`config.mk`:
```
export PLATFORM = sky130hd
export DESIGN_NAME = mainbus_sequencer
export DESIGN_NICKNAME = d
export VERILOG_FILES = /design/src/rtl/mainbus_pkg.sv /design/src/rtl/mainbus_cmd_fifo.sv /design/src/rtl/mainbus_sequencer.sv
export SDC_FILE = /design/constraint.sdc
export NUM_CORES = 1
export LEC_CHECK = 0
export ABC_AREA = 1
export BUFFER_PORTS_ARGS = -buffer_cell sky130_fd_sc_hd__clkbuf_2
export CORE_MARGIN = 4
export CORE_UTILIZATION = 35
export CTS_CLUSTER_DIAMETER = 60
export DETAILED_ROUTE_END_ITERATION = 8
export GPL_ROUTABILITY_DRIVEN = 1
export GPL_TIMING_DRIVEN = 0
export MAX_ROUTING_LAYER = met4
export SLEW_MARGIN = 20
export SYNTH_ARGS = -nofsm -noshare
export SYNTH_HDL_FRONTEND = slang
export SYNTH_SLANG_ARGS = --single-unit
```
`constraint.sdc`:
```
create_clock -name clk -period 3.4 [get_ports clk]
set_clock_uncertainty 0.05 [all_clocks]
set_input_delay 0 -clock clk [delete_from_list [all_inputs] [get_ports clk]]
set_output_delay 0 -clock clk [all_outputs]
set_load 0.02 [all_outputs]
```
`src/rtl/mainbus_pkg.sv`:
```
// mainbus_pkg: shared types and code tables for the JAM-1 main bus command sequencer.
//   op_e     - queued command opcode
//   AS_*     - MainBus assert codes, LD_* - MainBus load codes
//   XA_*     - Xfer / address-pointer codes
//   state_e  - sequencer FSM states
//   cmd_t    - queued command record {op, src, dst}
//   cmd_legal() - source/destination range check applied when a command is popped
package mainbus_pkg;

  typedef enum logic [1:0] {
    OpMove   = 2'd0,
    OpXfer16 = 2'd1,
    OpMemRd  = 2'd2,
    OpMemWr  = 2'd3
  } op_e;

  localparam logic [3:0] AS_NONE      = 4'd0;
  localparam logic [3:0] AS_A         = 4'd1;
  localparam logic [3:0] AS_B         = 4'd2;
  localparam logic [3:0] AS_C         = 4'd3;
  localparam logic [3:0] AS_D         = 4'd4;
  localparam logic [3:0] AS_CONST     = 4'd5;
  localparam logic [3:0] AS_TL        = 4'd6;
  localparam logic [3:0] AS_TH        = 4'd7;
  localparam logic [3:0] AS_MEMBRIDGE = 4'd8;
  localparam logic [3:0] AS_ALU       = 4'd9;
  localparam logic [3:0] AS_DEV9      = 4'd10;
  localparam logic [3:0] AS_DEV14     = 4'd15;

  localparam logic [3:0] LD_NONE      = 4'd0;
  localparam logic [3:0] LD_A         = 4'd1;
  localparam logic [3:0] LD_B         = 4'd2;
  localparam logic [3:0] LD_C         = 4'd3;
  localparam logic [3:0] LD_D         = 4'd4;
  localparam logic [3:0] LD_TL        = 4'd5;
  localparam logic [3:0] LD_TH        = 4'd6;
  localparam logic [3:0] LD_MEMBRIDGE = 4'd7;
  localparam logic [3:0] LD_CONST     = 4'd8;

  localparam logic [2:0] XA_NONE  = 3'd0;
  localparam logic [2:0] XA_PCRA0 = 3'd1;
  localparam logic [2:0] XA_PCRA1 = 3'd2;
  localparam logic [2:0] XA_SP    = 3'd3;
  localparam logic [2:0] XA_SI    = 3'd4;
  localparam logic [2:0] XA_DI    = 3'd5;
  localparam logic [2:0] XA_TX    = 3'd6;
  localparam logic [2:0] XA_RSVD  = 3'd7;

  typedef enum logic [1:0] {
    StIdle    = 2'd0,
    StIssue   = 2'd1,
    StMemWait = 2'd2,
    StMemDone = 2'd3
  } state_e;

  typedef struct packed {
    op_e        op;
    logic [3:0] src;
    logic [3:0] dst;
  } cmd_t;

  localparam int unsigned CMD_W = $bits(cmd_t);

  // Every field must be non-zero (0 means "none") and within the op's range.
  localparam logic [3:0] CODE_MIN      = 4'd1;
  localparam logic [3:0] MOVE_SRC_MAX  = 4'd15;
  localparam logic [3:0] MOVE_DST_MAX  = 4'd8;
  localparam logic [3:0] XFER_SRC_MAX  = 4'd7;
  localparam logic [3:0] XFER_DST_MAX  = 4'd15;
  localparam logic [3:0] MEMRD_SRC_MAX = 4'd7;
  localparam logic [3:0] MEMRD_DST_MAX = 4'd8;
  localparam logic [3:0] MEMWR_SRC_MAX = 4'd15;
  localparam logic [3:0] MEMWR_DST_MAX = 4'd7;

  function automatic logic cmd_legal(cmd_t c);
    logic [3:0] s_max;
    logic [3:0] d_max;
    s_max = MOVE_SRC_MAX;
    d_max = MOVE_DST_MAX;
    unique case (c.op)
      OpMove:   begin s_max = MOVE_SRC_MAX;  d_max = MOVE_DST_MAX;  end
      OpXfer16: begin s_max = XFER_SRC_MAX;  d_max = XFER_DST_MAX;  end
      OpMemRd:  begin s_max = MEMRD_SRC_MAX; d_max = MEMRD_DST_MAX; end
      OpMemWr:  begin s_max = MEMWR_SRC_MAX; d_max = MEMWR_DST_MAX; end
      default:  ;
    endcase
    return (c.src >= CODE_MIN) && (c.src <= s_max) && (c.dst >= CODE_MIN) && (c.dst <= d_max);
  endfunction

endpackage

```
`src/rtl/mainbus_cmd_fifo.sv`:
```
// mainbus_cmd_fifo: synchronous FIFO for queued bus commands.
//   i_clk, i_rst_n - clock, async active-low reset
//   i_push/i_data  - write (ignored when full)
//   i_pop/o_data   - read (o_data is the head entry, ignored when empty)
//   o_full/o_empty - occupancy flags
module mainbus_cmd_fifo #(
  parameter int unsigned DEPTH = 4,
  parameter int unsigned WIDTH = 10
) (
  input  logic             i_clk,
  input  logic             i_rst_n,
  input  logic             i_push,
  input  logic [WIDTH-1:0] i_data,
  input  logic             i_pop,
  output logic [WIDTH-1:0] o_data,
  output logic             o_full,
  output logic             o_empty
);

  localparam int unsigned AW = $clog2(DEPTH);

  logic [WIDTH-1:0] r_mem [DEPTH];
  // Extra MSB distinguishes full from empty when the indices match.
  logic [AW:0]      r_wptr;
  logic [AW:0]      r_rptr;
  logic             w_push;
  logic             w_pop;

  assign o_empty = (r_wptr == r_rptr);
  assign o_full  = (r_wptr[AW] != r_rptr[AW]) && (r_wptr[AW-1:0] == r_rptr[AW-1:0]);
  assign w_push  = i_push && !o_full;
  assign w_pop   = i_pop && !o_empty;
  assign o_data  = r_mem[r_rptr[AW-1:0]];

  always_ff @(posedge i_clk) begin
    if (w_push) begin
      r_mem[r_wptr[AW-1:0]] <= i_data;
    end
  end

  always_ff @(posedge i_clk or negedge i_rst_n) begin
    if (!i_rst_n) begin
      r_wptr <= '0;
      r_rptr <= '0;
    end else begin
      if (w_push) r_wptr <= r_wptr + 1'b1;
      if (w_pop)  r_rptr <= r_rptr + 1'b1;
    end
  end

endmodule

```
`src/rtl/mainbus_sequencer.sv`:
```
// mainbus_sequencer: turns queued transfer commands into registered per-cycle bus control codes.
//   clk, reset_in                 - clock, async active-low reset
//   cmd_valid/cmd_ready           - command queue handshake
//   cmd_op, cmd_src, cmd_dst      - command fields
//   mem_ack                       - memory completion pulse
//   mainbus_assert/mainbus_load   - MainBus codes
//   xfer_assert/xfer_loaddec      - Xfer bus codes
//   addr_sel, mem_dir             - memory address pointer and direction (1 = write)
//   busy, err                     - activity flag, sticky error
module mainbus_sequencer
  import mainbus_pkg::*;
#(
  parameter int unsigned FIFO_DEPTH  = 4,
  parameter int unsigned ACK_TIMEOUT = 15
) (
  input  logic       clk,
  input  logic       reset_in,
  input  logic       cmd_valid,
  output logic       cmd_ready,
  input  logic [1:0] cmd_op,
  input  logic [3:0] cmd_src,
  input  logic [3:0] cmd_dst,
  input  logic       mem_ack,
  output logic [3:0] mainbus_assert,
  output logic [3:0] mainbus_load,
  output logic [2:0] xfer_assert,
  output logic [3:0] xfer_loaddec,
  output logic [2:0] addr_sel,
  output logic       mem_dir,
  output logic       busy,
  output logic       err
);

  localparam int unsigned CNT_W = (ACK_TIMEOUT > 1) ? $clog2(ACK_TIMEOUT) : 1;
  localparam logic [CNT_W-1:0] CNT_LAST = CNT_W'(ACK_TIMEOUT - 1);

  state_e           r_state;
  op_e              r_op;
  logic [3:0]       r_dst;
  logic [CNT_W-1:0] r_cnt;
  logic [3:0]       r_mb_assert;
  logic [3:0]       r_mb_load;
  logic [2:0]       r_xa;
  logic [3:0]       r_xl;
  logic [2:0]       r_addr;
  logic             r_dir;
  logic             r_err;

  logic [CMD_W-1:0] w_head_bits;
  cmd_t             w_head;
  logic             w_full;
  logic             w_empty;
  logic             w_accept;
  logic             w_pop;

  mainbus_cmd_fifo #(
    .DEPTH (FIFO_DEPTH),
    .WIDTH (CMD_W)
  ) u_fifo (
    .i_clk   (clk),
    .i_rst_n (reset_in),
    .i_push  (cmd_valid),
    .i_data  ({cmd_op, cmd_src, cmd_dst}),
    .i_pop   (w_pop),
    .o_data  (w_head_bits),
    .o_full  (w_full),
    .o_empty (w_empty)
  );

  assign w_head = cmd_t'(w_head_bits);

  // The FSM can take a new command when idle or in the last cycle of the current op.
  // A timeout is deliberately excluded so that one all-zero cycle follows the abort.
  always_comb begin
    w_accept = 1'b0;
    unique case (r_state)
      StIdle:    w_accept = 1'b1;
      StIssue:   w_accept = (r_op != OpMemWr);
      StMemWait: w_accept = mem_ack && (r_op == OpMemWr);
      StMemDone: w_accept = 1'b1;
      default:   w_accept = 1'b0;
    endcase
  end

  assign w_pop = w_accept && !w_empty;

  always_ff @(posedge clk or negedge reset_in) begin
    if (!reset_in) begin
      r_state     <= StIdle;
      r_op        <= OpMove;
      r_dst       <= '0;
      r_cnt       <= '0;
      r_mb_assert <= '0;
      r_mb_load   <= '0;
      r_xa        <= '0;
      r_xl        <= '0;
      r_addr      <= '0;
      r_dir       <= 1'b0;
      r_err       <= 1'b0;
    end else if (w_accept) begin
      r_state     <= StIdle;
      r_mb_assert <= '0;
      r_mb_load   <= '0;
      r_xa        <= '0;
      r_xl        <= '0;
      r_addr      <= '0;
      r_dir       <= 1'b0;
      if (!w_empty) begin
        if (!cmd_legal(w_head)) begin
          r_err <= 1'b1;
        end else begin
          r_op  <= w_head.op;
          r_dst <= w_head.dst;
          r_cnt <= '0;
          unique case (w_head.op)
            OpMove: begin
              r_state     <= StIssue;
              r_mb_assert <= w_head.src;
              r_mb_load   <= w_head.dst;
            end
            OpXfer16: begin
              r_state <= StIssue;
              r_xa    <= w_head.src[2:0];
              r_xl    <= w_head.dst;
            end
            OpMemRd: begin
              r_state <= StMemWait;
              r_addr  <= w_head.src[2:0];
            end
            OpMemWr: begin
              r_state     <= StIssue;
              r_mb_assert <= w_head.src;
              r_mb_load   <= LD_MEMBRIDGE;
              r_addr      <= w_head.dst[2:0];
              r_dir       <= 1'b1;
            end
            default: ;
          endcase
        end
      end
    end else begin
      unique case (r_state)
        // Only a memory write stays here: drop the bus codes, keep the address.
        StIssue: begin
          r_state     <= StMemWait;
          r_cnt       <= '0;
          r_mb_assert <= '0;
          r_mb_load   <= '0;
        end
        StMemWait: begin
          if (mem_ack) begin
            r_state     <= StMemDone;
            r_mb_assert <= AS_MEMBRIDGE;
            r_mb_load   <= r_dst;
          end else if (r_cnt == CNT_LAST) begin
            r_state     <= StIdle;
            r_err       <= 1'b1;
            r_mb_assert <= '0;
            r_mb_load   <= '0;
            r_xa        <= '0;
            r_xl        <= '0;
            r_addr      <= '0;
            r_dir       <= 1'b0;
          end else begin
            r_cnt <= r_cnt + 1'b1;
          end
        end
        default: ;
      endcase
    end
  end

  assign cmd_ready      = !w_full;
  assign busy           = !w_empty || (r_state != StIdle);
  assign err            = r_err;
  assign mainbus_assert = r_mb_assert;
  assign mainbus_load   = r_mb_load;
  assign xfer_assert    = r_xa;
  assign xfer_loaddec   = r_xl;
  assign addr_sel       = r_addr;
  assign mem_dir        = r_dir;

endmodule

```
# After elaboration in Yosys (flattened, before gate mapping)
# Memory sizes are Yosys's and may differ from the RTL's.
# Cells that the tools add are included.
[op_classes] n_addsub=3 n_mul=0 div=0 n_lt_le_gt_ge=4 eq_ne=19 n_shift=0 mux=65 bitwise_logic=1 n_reduce_logical=27
[op_table] op="4-bit 2-to-1 mux" count=25
[op_table] op="4-bit case mux with 2 select lines" count=5
[op_table] op="3-bit 2-to-1 mux" count=10
[op_table] op="1-bit 2-to-1 mux" count=15
[op_table] op="4-bit case mux with 3 select lines" count=1
[op_table] op="2-bit equality test, second input constant" count=5
[op_table] op="2-bit 2-to-1 mux" count=5
[op_table] op="5-bit AND reduction" count=2
[op_table] op="4-bit by 1-bit >= comparator with 1-bit output, second input constant" count=2
[op_table] op="4-bit <= comparator" count=2
[op_table] op="1-bit logical AND" count=8
[op_table] op="2-bit case mux with 2 select lines" count=2
[op_table] op="2-bit OR reduction" count=4
[op_table] op="3-bit by 1-bit adder with 3-bit output, second input constant" count=2
[op_table] op="2-bit != test, second input constant" count=3
[op_table] op="3-bit != test, second input constant" count=2
[op_table] op="3-bit case mux with 2 select lines" count=1
[op_table] op="3-bit AND reduction" count=2
[op_table] op="2-bit nonzero test" count=3
[op_table] op="4-bit by 1-bit adder with 4-bit output, second input constant" count=1
[op_table] op="2-bit by 1-bit equality test with 1-bit output, second input constant" count=2
[op_table] op="4-bit equality test, second input constant" count=1
[op_table] op="2-bit zero test" count=2
[op_table] op="2-bit by 1-bit != test with 1-bit output, second input constant" count=2
[op_table] op="11 further kinds" count=12
[word_totals] register_bits=38 latchBits=0 ramBits=40 romBits=0 inputBits=14 output_inout_bits=22 word_cells=133 mem_count=1
[memory_table] memory="u_fifo.r_mem" depth=4 word_bits=10 rd=1 rd_ports_with_merged_regs=0 write_ports=1 line_no="mainbus_cmd_fifo.sv:22" source="logic [WIDTH-1:0] r_mem [DEPTH];"

# Depth between registers and ports, before layout
# Gate-level depths: netlist of the first run.
# An unclocked memory read counts as a cell.
[logic_depth] ltp_word=13 mapped_depth=19 mapped_depth_nobuf=18

# Modules after synthesis
# From an unflattened synthesis of the first run, not the netlist that was laid out.
[hier_totals] cells_unflattened=403 hier_area_um2=3783.6
[by_module_without_submodules] module="mainbus_sequencer" n_inst=1 cells_per_inst=245 area_per_inst_um2=1893.1 seq_area_each_um2=800.8
[by_module_without_submodules] module="mainbus_cmd_fifo" n_inst=1 cells_per_inst=158 area_per_inst_um2=1890.6 seq_area_each_um2=1351.3

# Worst setup path after synthesis of the first run
# OpenSTA, ideal clock, no wires.
[synth_path] path_kind="register -> register" startpoint="register u_fifo.r_rptr[1]" endpoint="register r_xl[0] (netlist: xfer_loaddec[0])" setup_ns=0.066 arrival_ns=2.681 path_slack_ns=0.604 path_stages_with_launch=18 period_less_slack_ns=2.796 path_cell_list="dfrtp_1 -> buf_4 -> inv_2 -> buf_6 -> a21oi_1 -> a32oi_1 -> inv_1 -> ha_1 -> inv_1 -> ha_1 -> nor2_2 -> nand3_2 -> nand2_4 -> nand3_4 -> nor2_4 -> buf_6 -> nand3_1 -> nand2_1"
[synth_between] elab_chain_cells=13 elab_cells_between_ends=26
[synth_lines] item="start, declared" line_no="mainbus_cmd_fifo.sv:25" source="logic [AW:0] r_rptr;"
[synth_lines] item="start signal, assigned" line_no="mainbus_cmd_fifo.sv:47" source="if (w_pop) r_rptr <= r_rptr + 1'b1;"
[synth_lines] item="memory 4 x 10 bit (*)"
[synth_lines] item="named net u_fifo.o_data[8]" line_no="mainbus_cmd_fifo.sv:15" source="output logic [WIDTH-1:0] o_data,"
[synth_lines] item="2-bit equality test (tied with other cells)" line_no="mainbus_pkg.sv:80" source="unique case (c.op)"
[synth_lines] item="2-bit OR reduction (no source line)"
[synth_lines] item="4-bit case mux with 2 select lines" line_no="mainbus_pkg.sv:80"
[synth_lines] item="4-bit 2-to-1 mux" line_no="mainbus_sequencer.sv:108" source="if (!w_empty) begin"
[synth_lines] item="4-bit 2-to-1 mux" line_no="mainbus_sequencer.sv:100" source="end else if (w_accept) begin"
[synth_lines] item="4-bit <= comparator" line_no="mainbus_pkg.sv:87" source="return (c.src >= CODE_MIN) && (c.src <= s_max) && (c.dst >= CODE_MIN) && (c.dst <= d_max);"
[synth_lines] item="1-bit logical AND (3 in a row)" line_no="mainbus_pkg.sv:87"
[synth_lines] item="4-bit 2-to-1 mux (*)" line_no="mainbus_sequencer.sv:109" source="if (!cmd_legal(w_head)) begin"
[synth_lines] item="4-bit 2-to-1 mux (*)" line_no="mainbus_sequencer.sv:108"
[synth_lines] item="4-bit 2-to-1 mux (*)" line_no="mainbus_sequencer.sv:100"
[synth_lines] item="end signal, assigned" line_no="mainbus_sequencer.sv:124" source="r_xl <= w_head.dst;"
[synth_lines] item="end, declared" line_no="mainbus_sequencer.sv:44" source="logic [3:0] r_xl;"
# The timed path passes the listed nets; every way through them passes the cells marked *. The select of a mux whose other input is x is not followed.
# A chain may end at the register's enable or synchronous reset.

# Worst setup path after layout of the first run
[layout_path] startpoint="register u_fifo.r_rptr[1]" endpoint="register r_xl[1] (netlist: xfer_loaddec[1])"
# The elaborated chain is that of the path after synthesis.

==> impl_metrics.ini, run 1 <==
[outcome]
outcome = finished, final reports clean

[global_routing]
grtUsageTotal = 0.131
grt-ovfl-total = 0
grt_pass1_vias = 2677
antenna_found_initial = 0
grt_pass1_wl_mm = 12.9
grt_max_degree = 39

[final_layout]
area_growth_pct = 18.4
final_area_um2 = 4560
layoutNonFillerInstCount = 599
drive_gt1_frac = 0.218
diodes = 0
nNetsFinal = 490
final_cell_mix = 131 x nand2_1, 40 x edfxtp_1, 38 x nand3_1, 38 x dfrtp_1, 34 x clkbuf_2
fill_cells = 1045
multi_input_area_um2 = 1500
final_common_cell = nand2_1
final-seq-area_um2 = 2150

[timing]
rsz0062_at_grt = no
fmax_mhz = 323
finalCriticalPeriod_ns = 3.09
setup_tns_ns = 0
slew_headroom = 0.330
tightest_slew_ns = 1.00
timing.final.crit_share = 0.910
setup_viol = 0
drv_slew = 0
finalHoldViolCount = 0

[route]
routed_wl_mm = 7.61
routed-via-count = 2711
drc = 0
wl_per_cell_um = 12.7
final_antenna_net_count = 0
drt_iter0_drc = 108
vias_per_cell = 4.53
dr.pass1.iters = 4

[clocking]
cts_buffers = 9
htreeDepth = 3
clk_pin_slew_ns = 0.08
cts_max_path_buffers = 2
cts_tree = yes
ctsRootBufferMaster = clkbuf_8
cts.sinks = 78
clkLatencyLatePin_ns = 0.36

[setup_path]
cp_max_fo = 10
critPathTopFamily = buffers and inverters
path_class = reg -> reg
crit_path_cell_trace = buf_4, inv_2, buf_6, a21oi_1, a32oi_2, inv_1, ha_1, inv_1, ha_1, nor2_2, nand3_2, nand2_4, nand3_4, nor2_4, buf_6, nand3_1, nand2_1
arrival_ns = 3.34
endpoint_kind = flop
required_ns = 3.64
cp_slowest_stage_delay_ns = 0.39
path_buf_inv = 6
critical-path-slowest-cell = dfrtp_1
crit_path_start_kind = flop

[synthesis]
synth_area_um2 = 3850
synth_cells = 393
synth_area_per_cell_um2 = 9.81
ys_seq_area_frac = 0.558
synthSimpleGateAreaFrac = 0.241
synth_top_area_frac = 0.312
synth_seq_cells = 78
synth_mux_area_frac = 0
synth_edf_count = 40
synth_xor_area_frac = 0.0159
yosys-top-cells-area = edfxtp_1 31%, dfrtp_1 25%, nand2_1 13%
synth_compound_area_frac = 0.0555
yosysWarnings = 0
synth_nets = 429
synthFlopType = edfxtp_1
yosys.cell_types.count = 27
synth_top_family_by_area = simple AND/OR/NAND/NOR gates
synth-async-reset-ratio = 0.487
synth-adder-area-share = 0.0714
synth.largest_area_cell = edfxtp_1

[floorplan]
die_area_um2 = 12800
die_x_um = 113
ios = 36
start_util = 0.357
fp.dieH_um = 113
num_rows = 38
core_area_um2 = 10800

[job]
drv_cap = 0

[place]
io_buffers = 35
dpl_cell_area_um2 = 4210
place_inst = 568
dp_hpwl_mm = 5.41
place_congestion = 0.837

[min_path]
hp-class = in -> async
-- synth_stat cells, drive strengths merged (2+ instances only) --
| master | number |
|---|---|
| nand2 | 139 |
| nand3 | 41 |
| edfxtp | 40 |
| dfrtp | 38 |
| inv | 37 |
| o21ai | 26 |
| ha | 22 |
| nor2 | 20 |
| buf | 8 |
| a21oi | 5 |
| xor2 | 4 |
| nand4 | 3 |
| xnor2 | 3 |
| a32oi | 2 |
| nand3b | 2 |
| or2 | 2 |
-- cell type report --
class / instances / share of cell area
Tap cell: 140 / 0.0384
Timing Repair Buffer: 50 / 0.0702
Clock buffer: 9 / 0.0271
Sequential cell: 78 / 0.471
Multi-Input combinational cell: 269 / 0.328
Buffer: 9 / 0.0181
Inverter: 37 / 0.0304
Clock inverter: 7 / 0.0159
-- routing by layer --
metal  track usage  vias to the layer above  wire, um
li1              -                     1399         -
met1         0.164                     1261      3550
met2         0.212                       41      3660
met3        0.0326                       10       299
met4        0.0361                        0        98
met5             -                        -         0
-- state kept, by name (all words and copies together), names as in the netlist, 2 cells and up --
name and cells:
u_fifo.r_mem 40, mainbus_assert 4, mainbus_load 4, r_cnt 4, r_dst 4, xfer_loaddec 4
addr_sel 3, u_fifo.r_rptr 3, u_fifo.r_wptr 3, xfer_assert 3, r_op 2, r_state 2
-- per-stage QoR --
stage               hold slack (ns)  worst slack, ns   util
floorplan                    -0.346            0.604      -
detailed placement            0.150           0.0781  0.390
global placement              0.139            0.122  0.390
global route                  0.334           0.0326  0.423
finish                        0.229            0.305  0.423
CTS                           0.310           0.0512  0.420
-- cells by family after synthesis --
kind of cell               count (synthesis)
xor gates and xnor gates                   7
DFF                                       78
AOI/OAI and AO/OA                         33
and+or+nand+nor                          207
adders and majority gates                 22
buffers and inverters                     46
-- final timing paths --
check                                 startpoint                  to  slack [ns]  cells after the start
worst min register to register               err                 err        0.42                      2
max in group asynchronous               reset_in     xfer_loaddec[1]        2.51                      2
min in group clk                      cmd_src[0]  u_fifo.r_mem[0][4]        0.35                      2
worst max-delay path            u_fifo.r_rptr[1]     xfer_loaddec[1]        0.31                     17
worst max register to register  u_fifo.r_rptr[1]     xfer_loaddec[1]        0.31                     17
worst min-delay path                    reset_in            r_cnt[0]        0.23                      2
-- timing repair --
item / 4_1_cts / 5_1_grt
endpoints found under the hold margin: 82 / 0
resized for setup: 0 / 2
buffers inserted: 0 / 2
hold buffers: 13 / 0
setup endpoints to repair: 0 / 31
Power of run 1 is left out: the tool's default activity adds up to more than one toggle a clock period on the data nets, which glitch-free logic cannot reach.
==> run 2: changes to the inputs <==
REMOVE_ABC_BUFFERS = 1   (was unset)
==> run 2 against run 1 <==
Effect of this change: largest cell class unchanged; worst hold slack gained 0.019 ns; final area shrank 1.8%; worst setup slack lost 0.062 ns; register-to-register slack lost 0.06 ns; routed wire length grew 0.59%.
==> impl_metrics.ini, run 2 (synthesized netlist as in run 1, its figures left out) <==
[timing]
rsz0062_at_grt = no
finalCriticalPeriod_ns = 3.16
tightest_slew_ns = 0.966
fmax_mhz = 317
drv_slew = 0
slew_headroom = 0.354
finalHoldViolCount = 0
timing.final.crit_share = 0.928
setup_viol = 0

[floorplan]
core_area_um2 = 10800
start_util = 0.357
die_x_um = 113
fp.dieH_um = 113
ios = 36
num_rows = 38
die_area_um2 = 12800

[global_routing]
grt_pass1_wl_mm = 13.0
antenna_found_initial = 0
grt-ovfl-total = 0
grt_pass1_vias = 2697
grt_max_degree = 39
grtUsageTotal = 0.130

[final_layout]
final_cell_mix = 131 x nand2_1, 40 x edfxtp_1, 38 x nand3_1, 37 x dfrtp_1, 34 x clkbuf_2
nNetsFinal = 480
drive_gt1_frac = 0.209
final_common_cell = nand2_1
final_util = 0.415
largest_register_ffs = 40
area_growth_pct = 16.2
diodes = 0

[setup_path]
r2r_cells = 14
r2r-start = u_fifo.r_rptr[0]
crit_path_start_kind = flop
path_class = reg -> reg
reg2reg_slack_ns = 0.24
arrival_ns = 3.40
reg2reg_to = mainbus_load[1]
required_ns = 3.64
startpoint = u_fifo.r_rptr[0]
cp_max_fo = 24
endpoint_kind = flop
crit_end = mainbus_load[1]

[route]
wl_per_cell_um = 13.0
routed-via-count = 2731
drc = 0
routed_wl_mm = 7.65
vias_per_cell = 4.64
drt_iter0_drc = 63
final_antenna_net_count = 0
dr.pass1.iters = 5

[outcome]
outcome = finished, final reports clean

[min_path]
hp-class = in -> async

[clocking]
cts.sinks = 78
ctsRootBufferMaster = clkbuf_8
cts_max_path_buffers = 2
cts_buffers = 9
clk_pin_slew_ns = 0.09
cts_tree = yes
post_cts_buffers = 0
htreeDepth = 3
clkLatencyLatePin_ns = 0.35

[place]
place_congestion = 0.812
io_buffers = 35
dp_hpwl_mm = 5.23

[job]
drv_cap = 0
-- run 2: cell count changes in the layout (fill, tap and decap cells not counted), moves of 2 or more --
| cell | delta |
|---|---|
| buf_4 | -5 |
| inv_2 | -2 |
| buf_6 | -5 |
| inv_4 | +2 |
| nor2_2 | +2 |
-- run 2: worst min-delay path by stage --
| stage | start | end | slack (ns) | cells after the start |
|---|---|---|---|---|
| after floorplan | reset_in | addr_sel[0] | -0.35 | 0 |
| after global placement | reset_in | u_fifo.r_wptr[1] | 0.15 | 1 |
| after detailed placement | reset_in | u_fifo.r_wptr[1] | 0.16 | 1 |
| after CTS | reset_in | r_op[0] | 0.33 | 2 |
| after global routing | reset_in | u_fifo.r_wptr[1] | 0.34 | 2 |
| final | reset_in | err | 0.25 | 2 |
-- run 2: stage by stage --
step / hold WS (ns) / worst slack [ns] / setup TNS [ns] / cells / area (um2)
floorplan: -0.346 / 0.404 / 0 / 384 / 3770
global placement: 0.152 / -0.281 / -6.28 / 559 / 4120
detailed placement: 0.158 / -0.319 / -8.04 / 559 / 4120
CTS: 0.328 / 0.142 / 0 / 588 / 4450
global route: 0.335 / 0.00298 / 0 / 589 / 4480
finish: 0.248 / 0.243 / 0 / 589 / 4480
-- run 2: final cells by class --
| class | instances | area, um2 |
|---|---|---|
| clock inverter | 7 | 57.6 |
| timing repair buffer | 48 | 305 |
| clock buffer | 9 | 124 |
| inverter | 37 | 144 |
| tap | 140 | 175 |
| multi-input combinational | 270 | 1520 |
| sequential | 78 | 2160 |
| fill | 1026 | 6310 |
-- run 2: repair_timing --
action                                  in CTS  in global routing
resized for setup                            3                  4
pin swaps                                    0                  1
endpoints found under the setup margin      31                 23
endpoints found under the hold margin       81                  0
gates cloned                                 0                  1
hold buffers                                13                  0
-- run 2: metal layers --
| metal | global-route usage | routed length (um) | vias to the layer above |
|---|---|---|---|
| met5 | - | 0 | - |
| met4 | 0.0417 | 46 | 0 |
| met3 | 0.0283 | 307 | 5 |
| met2 | 0.210 | 3770 | 55 |
| met1 | 0.163 | 3530 | 1283 |
| li1 | - | - | 1388 |
-- run 2: critical path, cell delays in order, from the launching register on --
cell	delay (ns)
dfrtp_4	0.61
inv_4	0.22
nand2_1	0.12
a32oi_4	0.29
inv_1	0.18
ha_1	0.35
inv_1	0.16
ha_1	0.27
nor2_2	0.11
nand3_2	0.09
nand2_4	0.10
nand3_4	0.12
nor2_2	0.26
nand2_1	0.09
nand3_1	0.07
Power of run 2 is left out for the same reason.
==> run 3: changes to the inputs <==
RECOVER_POWER = 50   (was unset)
==> run 3 against run 2 <==
Effect of this change: register-to-register slack is essentially flat; non-clock buffer count did not move; highest routed layer unchanged; global-route usage unchanged; routed wire length is 0.86% higher; the flow now finishes with violations (max-capacitance violations, max-slew violations); count of clock-buffer cells in the layout did not move; worst setup slack worse by 0.0024 ns; final area shrank 0.87%.
==> impl_metrics.ini, run 3 (synthesized netlist as in run 1, its figures left out) <==
[setup_path]
required_ns = 3.64
endpoint_kind = flop
r2r-start = u_fifo.r_rptr[0]
reg2reg_to = mainbus_load[1]
crit_end = mainbus_load[1]
path_class = reg -> reg
r2r_cells = 14
crit_path_start_kind = flop
reg2reg_slack_ns = 0.24
cp_max_fo = 24
startpoint = u_fifo.r_rptr[0]
arrival_ns = 3.40

[global_routing]
grt-ovfl-total = 0
grt_max_degree = 39
grtUsageTotal = 0.130
grt_pass1_vias = 2697
grt_pass1_wl_mm = 13.0
antenna_found_initial = 0

[place]
dpl_cell_area_um2 = 4120
io_buffers = 35
pre_cts_ws_ns = -0.319
dp_hpwl_mm = 5.23
place_congestion = 0.812

[timing]
fmax_mhz = 317
timing.final.crit_share = 0.929
whs_ns = 0.396
setup_viol = 0
drv_slew = 39
setup_tns_ns = 0
setup_ws_ns = 0.241
finalCriticalPeriod_ns = 3.16
tightest_slew_ns = 2.10
rsz0062_at_grt = no
slew_headroom = -0.400
finalHoldViolCount = 0

[clocking]
ctsRootBufferMaster = clkbuf_8
htreeDepth = 3
clk_pin_slew_ns = 0.09
cts.sinks = 78
clkLatencyLatePin_ns = 0.35
cts_max_path_buffers = 2
post_cts_buffers = 0
cts_buffers = 9
cts_tree = yes

[final_layout]
largest_register_ffs = 40
final_cell_mix = 131 x nand2_1, 40 x edfxtp_1, 38 x nand3_1, 37 x dfrtp_1
area_growth_pct = 15.2
diodes = 0
final_common_cell = nand2_1
final_area_um2 = 4440
drive_gt1_frac = 0.140
nNetsFinal = 480

[route]
wl_per_cell_um = 13.1
dr.pass1.iters = 4
drc = 0
routed-via-count = 2724
final_antenna_net_count = 0
vias_per_cell = 4.62
routed_wl_mm = 7.72
drt_iter0_drc = 72

[floorplan]
die_x_um = 113
start_util = 0.357
die_area_um2 = 12800
ios = 36
num_rows = 38
fp.dieH_um = 113
core_area_um2 = 10800

[outcome]
outcome = finished with violations
violations = max-capacitance violations, max-slew violations

[job]
drv_cap = 1

[min_path]
min-delay-start = cmd_dst[2]
hp-class = in -> reg
[run 3: cell types whose count changed in the layout (fill, tap and decap cells not counted), sizes merged]
cell and change:
buf -1, clkbuf +1
[run 3: cell type report]
type	count	area, um2
clock buffer	9	124
tap	140	175
clock inverter	7	57.6
multi-input combinational	270	1520
fill	1045	6350
sequential	78	2160
inverter	37	144
timing repair buffer	48	267
[run 3: what timing repair did]
item                       in CTS  in global routing
setup endpoints to repair      31                 23
pin swaps                       0                  1
hold buffers                   13                  0
gates cloned                    0                  1
gates resized for setup         3                  4
hold endpoints to repair       81                  0
[run 3: worst min path at each step]
stage / slack (ns) / end / cells past startpoint
finish: 0.40 / u_fifo.r_mem[1][2] / 2
global route: 0.42 / u_fifo.r_mem[3][2] / 2
floorplan: -0.35 / addr_sel[0] / 0
CTS: 0.33 / r_op[0] / 2
detailed placement: 0.16 / u_fifo.r_wptr[1] / 1
global placement: 0.15 / u_fifo.r_wptr[1] / 1
[run 3: critical path, stage by stage (launching register included)]
cell and delay, ns:
dfrtp_4 0.61, inv_4 0.22, nand2_1 0.12, a32oi_4 0.29, inv_1 0.18, ha_1 0.35
inv_1 0.16, ha_1 0.27, nor2_2 0.11, nand3_2 0.09, nand2_4 0.10, nand3_4 0.12
nor2_2 0.26, nand2_1 0.09, nand3_1 0.07
[run 3: layer usage]
metal	vias up	global-route usage	routed length [um]
met5	-	-	0
met1	1278	0.163	3580
met3	7	0.0283	317
li1	1387	-	-
met2	52	0.210	3750
met4	0	0.0417	76
[run 3: per-stage QoR]
stage | instances | utilization
after floorplan | 384 | -
after global placement | 559 | 0.382
after detailed placement | 559 | 0.382
after CTS | 588 | 0.412
after global routing | 589 | 0.412
final | 589 | 0.412
Power of run 3 is left out for the same reason.
